### config.mk
export PLATFORM = sky130hd
export DESIGN_NAME = mux_nto1_rr
export DESIGN_NICKNAME = d
export VERILOG_FILES = /design/src/rtl/mux_nto1_rr.sv
export SDC_FILE = /design/constraint.sdc
export NUM_CORES = 1
export LEC_CHECK = 0
export BUFFER_PORTS_ARGS = -buffer_cell sky130_fd_sc_hd__buf_2
export CAP_MARGIN = 40
export CORE_MARGIN = 2
export CORE_UTILIZATION = 43
export CTS_BUF_LIST = sky130_fd_sc_hd__clkbuf_8
export DETAILED_ROUTE_END_ITERATION = 10
export HOLD_SLACK_MARGIN = 0.1
export PLACE_DENSITY_LB_ADDON = 0.15
export SLEW_MARGIN = 20
export SYNTH_ARGS = -nofsm -noshare
export SYNTH_HDL_FRONTEND = slang
export SYNTH_SLANG_ARGS = --single-unit
### constraint.sdc
create_clock -name clk -period 4.1 [get_ports clk]
set_clock_uncertainty 0.1 [all_clocks]
set_input_delay 0.41 -clock clk [delete_from_list [all_inputs] [get_ports clk]]
set_output_delay 0.41 -clock clk [all_outputs]
set_load 0.05 [all_outputs]
### src/rtl/mux_nto1_rr.sv
// N-channel registered selector with valid/ready on every port.
// Fixed-select or round-robin arbitration feeding a single output register.

module mux_nto1_rr_lane #(
  parameter int SELW = 2,
  parameter int IDX  = 0
) (
  input  logic            rst,
  input  logic            load_en,
  input  logic            grant,
  input  logic [SELW-1:0] chosen,
  output logic            in_ready
);
  assign in_ready = !rst && load_en && grant && (chosen == SELW'(IDX));
endmodule

module mux_nto1_rr #(
  parameter int WIDTH = 8,
  parameter int N     = 4,
  parameter int SELW  = 2
) (
  input  logic               clk,
  input  logic               rst,
  input  logic               mode,
  input  logic [SELW-1:0]    sel,
  input  logic [N*WIDTH-1:0] in_data,
  input  logic [N-1:0]       in_valid,
  output logic [N-1:0]       in_ready,
  output logic [WIDTH-1:0]   out_data,
  output logic               out_valid,
  input  logic               out_ready,
  output logic [SELW-1:0]    out_chan
);

  typedef struct packed {
    logic             vld;
    logic [SELW-1:0]  chan;
    logic [WIDTH-1:0] data;
  } out_t;

  logic [N-1:0][WIDTH-1:0] lane_data;
  out_t                    oreg;
  logic [SELW-1:0]         ptr;
  logic                    load_en;
  logic                    grant;
  logic [SELW-1:0]         chosen;
  logic [WIDTH-1:0]        cand_data;
  int                      idx;

  assign lane_data = in_data;
  assign load_en   = !oreg.vld || out_ready;

  // Round-robin scans ptr+1 .. ptr (mod N); ptr is always < N so one wrap suffices.
  always_comb begin
    grant  = 1'b0;
    chosen = '0;
    idx    = 0;
    if (!mode) begin
      for (int i = 0; i < N; i++) begin
        if (sel == SELW'(i) && in_valid[i]) begin
          grant  = 1'b1;
          chosen = SELW'(i);
        end
      end
    end else begin
      for (int k = 1; k <= N; k++) begin
        idx = int'(ptr) + k;
        if (idx >= N) idx = idx - N;
        if (!grant && in_valid[idx]) begin
          grant  = 1'b1;
          chosen = SELW'(idx);
        end
      end
    end
  end

  always_comb begin
    cand_data = '0;
    for (int i = 0; i < N; i++)
      if (chosen == SELW'(i)) cand_data = lane_data[i];
  end

  for (genvar g = 0; g < N; g++) begin : g_lane
    mux_nto1_rr_lane #(.SELW(SELW), .IDX(g)) u_lane (
      .rst      (rst),
      .load_en  (load_en),
      .grant    (grant),
      .chosen   (chosen),
      .in_ready (in_ready[g])
    );
  end

  always_ff @(posedge clk) begin
    if (rst) begin
      oreg <= '0;
      ptr  <= SELW'(N-1);
    end else if (load_en) begin
      if (grant) begin
        oreg.vld  <= 1'b1;
        oreg.chan <= chosen;
        oreg.data <= cand_data;
        ptr       <= chosen;
      end else begin
        oreg.vld  <= 1'b0;
      end
    end
  end

  assign out_valid = oreg.vld;
  assign out_chan  = oreg.chan;
  assign out_data  = oreg.data;

endmodule
After elaboration in Yosys (flattened, before gate mapping) --
Cells that the tools add are included.
Operators by class: equal/unequal tests 6, div/mod/pow operators 0, multipliers 0, $lt $le $gt $ge 8, muxes and demuxes 45, bitwise gates (word level) 0, add/subtract/negate cells 8, reduce and logical (&&, ||, !) cells 22, shift operators 0
Operator list (count):
- $mux 32 | 8
- $lt 32x4->1 const B | 4
- $mux 8 | 4
- $mux 1 | 22
- $mux 2 | 7
- $logic_and 1x1->1 | 13
- $sub 3x3->4 const B | 3
- $ge 3x3->1 const B | 3
- $bmux 1 s2 | 4
- $eq 2x2->1 const B | 4
- $add 2x2->3 const B | 2
- $logic_not 1->1 | 5
- $sub 4x3->5 const B | 1
- $add 2x3->4 const B | 1
- $eq 2x1->1 const B | 2
- $ge 4x3->1 const B | 1
- $logic_not 2->1 | 2
- $add 2x1->3 const B | 1
- $reduce_and 2->1 | 1
- $logic_or 1x1->1 | 1
Word-level totals: ROM bits 0, latch bits 0, output and inout port bits 15, input bits 42, logic and storage cells 93, memory bits (writable) 0, memories 0, register bits after elaboration 13

Longest topological paths before layout --
depth after elaboration 26, gate-level depth with buffers 8, gate-level depth less buffers 5

Hierarchy --
Synthesis repeated with hierarchy kept, for this count alone.
Second synthesis, totals: cell total of the unflattened synthesis 225, area, all modules 1667.8 um2
By module, submodules not included:
- mux_nto1_rr | area an instance 1619.1 um2, times used 1, seq. area each 260.2 um2, cells each 217
- mux_nto1_rr_lane at g_lane[1].u_lane ... | area an instance 12.5 um2, times used 2, seq. area each 0.0 um2, cells each 2
- mux_nto1_rr_lane at g_lane[0].u_lane | area an instance 13.8 um2, times used 1, seq. area each 0.0 um2, cells each 2
- mux_nto1_rr_lane at g_lane[3].u_lane | area an instance 10.0 um2, times used 1, seq. area each 0.0 um2, cells each 2

Least setup slack after synthesis --
Ideal clock, no wire load.
path type input-to-output, start point input port in_valid[0], end point output port in_ready[2], stages on the path 7, slack 1549 ps, arrival 2041 ps, path buffers 3, data required time 3590 ps, cell sequence buf_4 -> o41a_1 -> o31a_2 -> or4_4 -> buf_6 -> nor2_1 -> buf_4
On the way: cells in the longest elaborated chain, start to end 19, elaborated cells between the ends (all ways) 39, classes of those cells eq/ne (1); mux (29); reduce/logical (9)
RTL lines:
- start, declared | line 27 | input logic [N-1:0] in_valid,
- $bmux 1 s2 | line 69 | if (!grant && in_valid[idx]) begin
- $mux 1 (implied by the code) (2 in a row) | line 69
- $mux 1 | line 69
- $mux 1 | line 58 | if (!mode) begin
- $logic_not 1->1 | line 69
- $logic_and 1x1->1 | line 69
- $mux 1 | line 69
- $mux 1 | line 58
- (+2 left out)
- $mux 1 | line 69
- $mux 1 | line 58
- $logic_not 1->1 | line 69
- $logic_and 1x1->1 | line 69
- $mux 2 / $mux 1 (equally long branches) | line 69
- $mux 2 / $mux 1 (equally long branches) | line 58
- $eq 2x2->1 / $logic_and 1x1->1 (equally long branches) | line 14 | assign in_ready = !rst && load_en && grant && (chosen == SELW'(IDX));
- $logic_and 1x1->1 * | line 14
- end, declared | line 28 | output logic [N-1:0] in_ready,
Every way passes the cells marked *; elsewhere a longest branch is shown, timed or not. The select of a mux whose other input is x is not followed.

Worst setup path in the final report --
start point input port mode, end point output port in_ready[0]
On the way: cells in the longest elaborated chain, start to end 3, elaborated cells between the ends (all ways) 5, classes of those cells mux (2); reduce/logical (3)
RTL lines:
- start, declared | line 24 | input logic mode,
- $mux 2 / $mux 1 (equally long branches) | line 58
- $logic_not 2->1 / $logic_and 1x1->1 (equally long branches) | line 14
- $logic_and 1x1->1 * | line 14
Every way passes the cells marked *; elsewhere a longest branch is shown, timed or not.

==> metrics.cfg <==
[outcome]
status = completed

[grt]
grt_pass1_wl_um = 9190
grt_max_degree = 39
grt_busiest_layer = met1
grtUsageMet1 = 0.3928
grt_use_met3 = 0.03833
grt.overflow.total = 0
grt_pass1_vias = 1872
use_met2 = 0.3689
antenna_found_initial = 0
grtUsageTotal = 0.2591

[final_layout]
final_nets = 326
drive_gt1_frac = 0.2898
n_fill_cell = 394
final_util = 0.5151
register_area_um2 = 260.3
areaGrowthSynthToFinish_pct = 16.68
multi_input_area_um2 = 1311
insertedDiodeCount = 0

[clock_tree]
post-cts-setup-buffer-count = 0
clkTransAtPathRegs_ns = 0.05
cts_hold_buf = 0
insertion_delay_ns = 0.24
root_buffer = clkbuf_8
cts_max_path_buffers = 2
cts-resized-gates = 0
cts_tree = done
htree_levels = 1
numCtsBuffers = 3
cts_sinks = 13

[sta]
relSlewSlack = 0.5713
tightest_slew_ns = 0.6430
finalSetupViolCount = 0
whs_ns = 0.2567
setup_ws_ns = 1.046
min_period_over_period = 0.7448
setup_tns_ns = 0
min_period_ns = 3.054
hold_violations = 0
fmax_mhz = 327.5
rsz0062_at_grt = false
slew_violations = 0

[power]
power_leakage_nw = 0.7787
vdd_drop_max_v = 0.0002302
total_power_mw = 0.5622
p_per_area_nw_per_um2 = 276.9

[job]
drv_cap = 0

[drt]
drc = 0
ant_nets = 0
drtPass1Iterations = 5
via_per_inst = 6.598
drt_iter0_drc = 371
post_drt_wl_per_cell_um = 17.37
wl_um = 5785
route.vias.total = 2197

[worst_setup_path]
crit_path_end_kind = output port
start_kind = input pin
worst-path-max-fanout = 38
path_class = in -> out
reg2reg_slack_ns = 1.89
r2r_start = ptr[1]
cp_slowest_cell = or4_4
crit_path_start = mode
cp.required_ns = 3.59
cp.arrival_ns = 2.54
cp_cell_sequence = buf_2 > nand2b_1 > nor2_1 > o31ai_1 > buf_4 > or4_4 > nor2_1 > buf_2
slowest_delay_ns = 0.54

[floorplan]
fp.dieH_um = 67.62
num_io_pins = 57
die_w_um = 67.62
start_util = 0.4414
fp-row-count = 23
dieArea_um2 = 4572
core_area_um2 = 3943

[synthesis]
avgSynthCellArea_um2 = 7.046
ys_seq_area_frac = 0.1495
yosysUniqueCellTypes = 38
synthArstFlopShare = 0
synthCells = 247
synth-edff-count = 0
yosys_warnings = 0
yosysMostFrequentCell = nand3_1
synth_top_flop_cell = dfxtp_1
syn_nets = 289
synth_area_leaders = dfxtp_1 (15%), a311oi_1 (8.1%), o221ai_1 (8.1%), nand2b_1 (7.2%), nand3_1 (6.9%)
synth_top_area_cell = dfxtp_1
netlist_area_um2 = 1740
synth_top_area_share = 0.1495
synth_common_cells = nand3_1 (24), nor3_1 (21), clkbuf_1 (20), nand2b_1 (20)
synth_seq_cells = 13

[min_path]
holdCritStartpoint = rst
hold_class = in -> reg

[placed_design]
post-dp-hpwl_um = 3852
gp_congestion = 0.7862
post-place-ws_ns = 1.068
port_buffers = 56

-- stage by stage --
step / instances / instance area [µm²]
global route: 333 / 2031
floorplan: 247 / 1740
CTS: 333 / 2031
global placement: 329 / 1986
detailed placement: 329 / 1986
finish: 333 / 2031
-- worst max-delay path: cells and delay by family --
family | cells | cell delay, ns
buf+inv | 3 | 0.75
simple gates | 4 | 1.25
compound gates | 1 | 0.12
-- where the power goes --
group	internal (mW)	switching, mW	leakage [nW]
logic	0.0979	0.197	0.644
clock network	0.0660	0.0443	0.0269
registers	0.144	0.0130	0.108
-- sequential cells by signal, summed over array words and instances (netlist names) --
register,cells
out_data,8
out_chan,2
ptr,2
out_valid,1
-- layer usage --
metal	vias to the layer above	part of all wire
li1	1044	-
met1	1021	0.47
met2	119	0.43
met3	13	0.087
met4	0	0.014
met5	-	0
-- cells by family after synthesis --
kind of cell           count (synthesis)  synth area share
DFF                                   13            0.1495
muxes                                  4           0.02372
AOI/OAI and AO/OA                     75            0.3559
buffers and inverters                 34           0.09705
and+or+nand+nor                      121            0.3738
-- area by class of cell --
| cell class | count | area share |
|---|---|---|
| multi-input cells | 200 | 0.6457 |
| inverters | 1 | 0.001848 |
| well taps | 50 | 0.03081 |
| clock buffers | 3 | 0.02033 |
| repair buffers | 65 | 0.1713 |
| flip-flops and latches | 13 | 0.1282 |
| clock inverters | 1 | 0.001848 |
-- layout by cell type (no fill, tap or decap), types with 2 or more instances in the layout --
cell	n
a21oi_1	3
nor2_1	11
o21ai_0	18
dfxtp_1	13
buf_4	9
nand2_1	18
or3b_1	2
inv_1	2
o221ai_1	16
nor3_1	21
o221ai_2	8
o21ai_1	3
nand2b_1	20
mux2i_1	3
a311oi_1	16
nor3b_1	3
buf_2	56
nor2b_1	2
clkbuf_8	3
nor4_1	16
nand3_1	24
-- path summary, 6_finish.rpt --
kind | end | cells past startpoint
min reg2reg | out_data[1] | 2
max reg2reg | out_data[7] | 5
min | out_valid | 2
max | in_ready[0] | 8
Power figures use the tool's default switching activity.
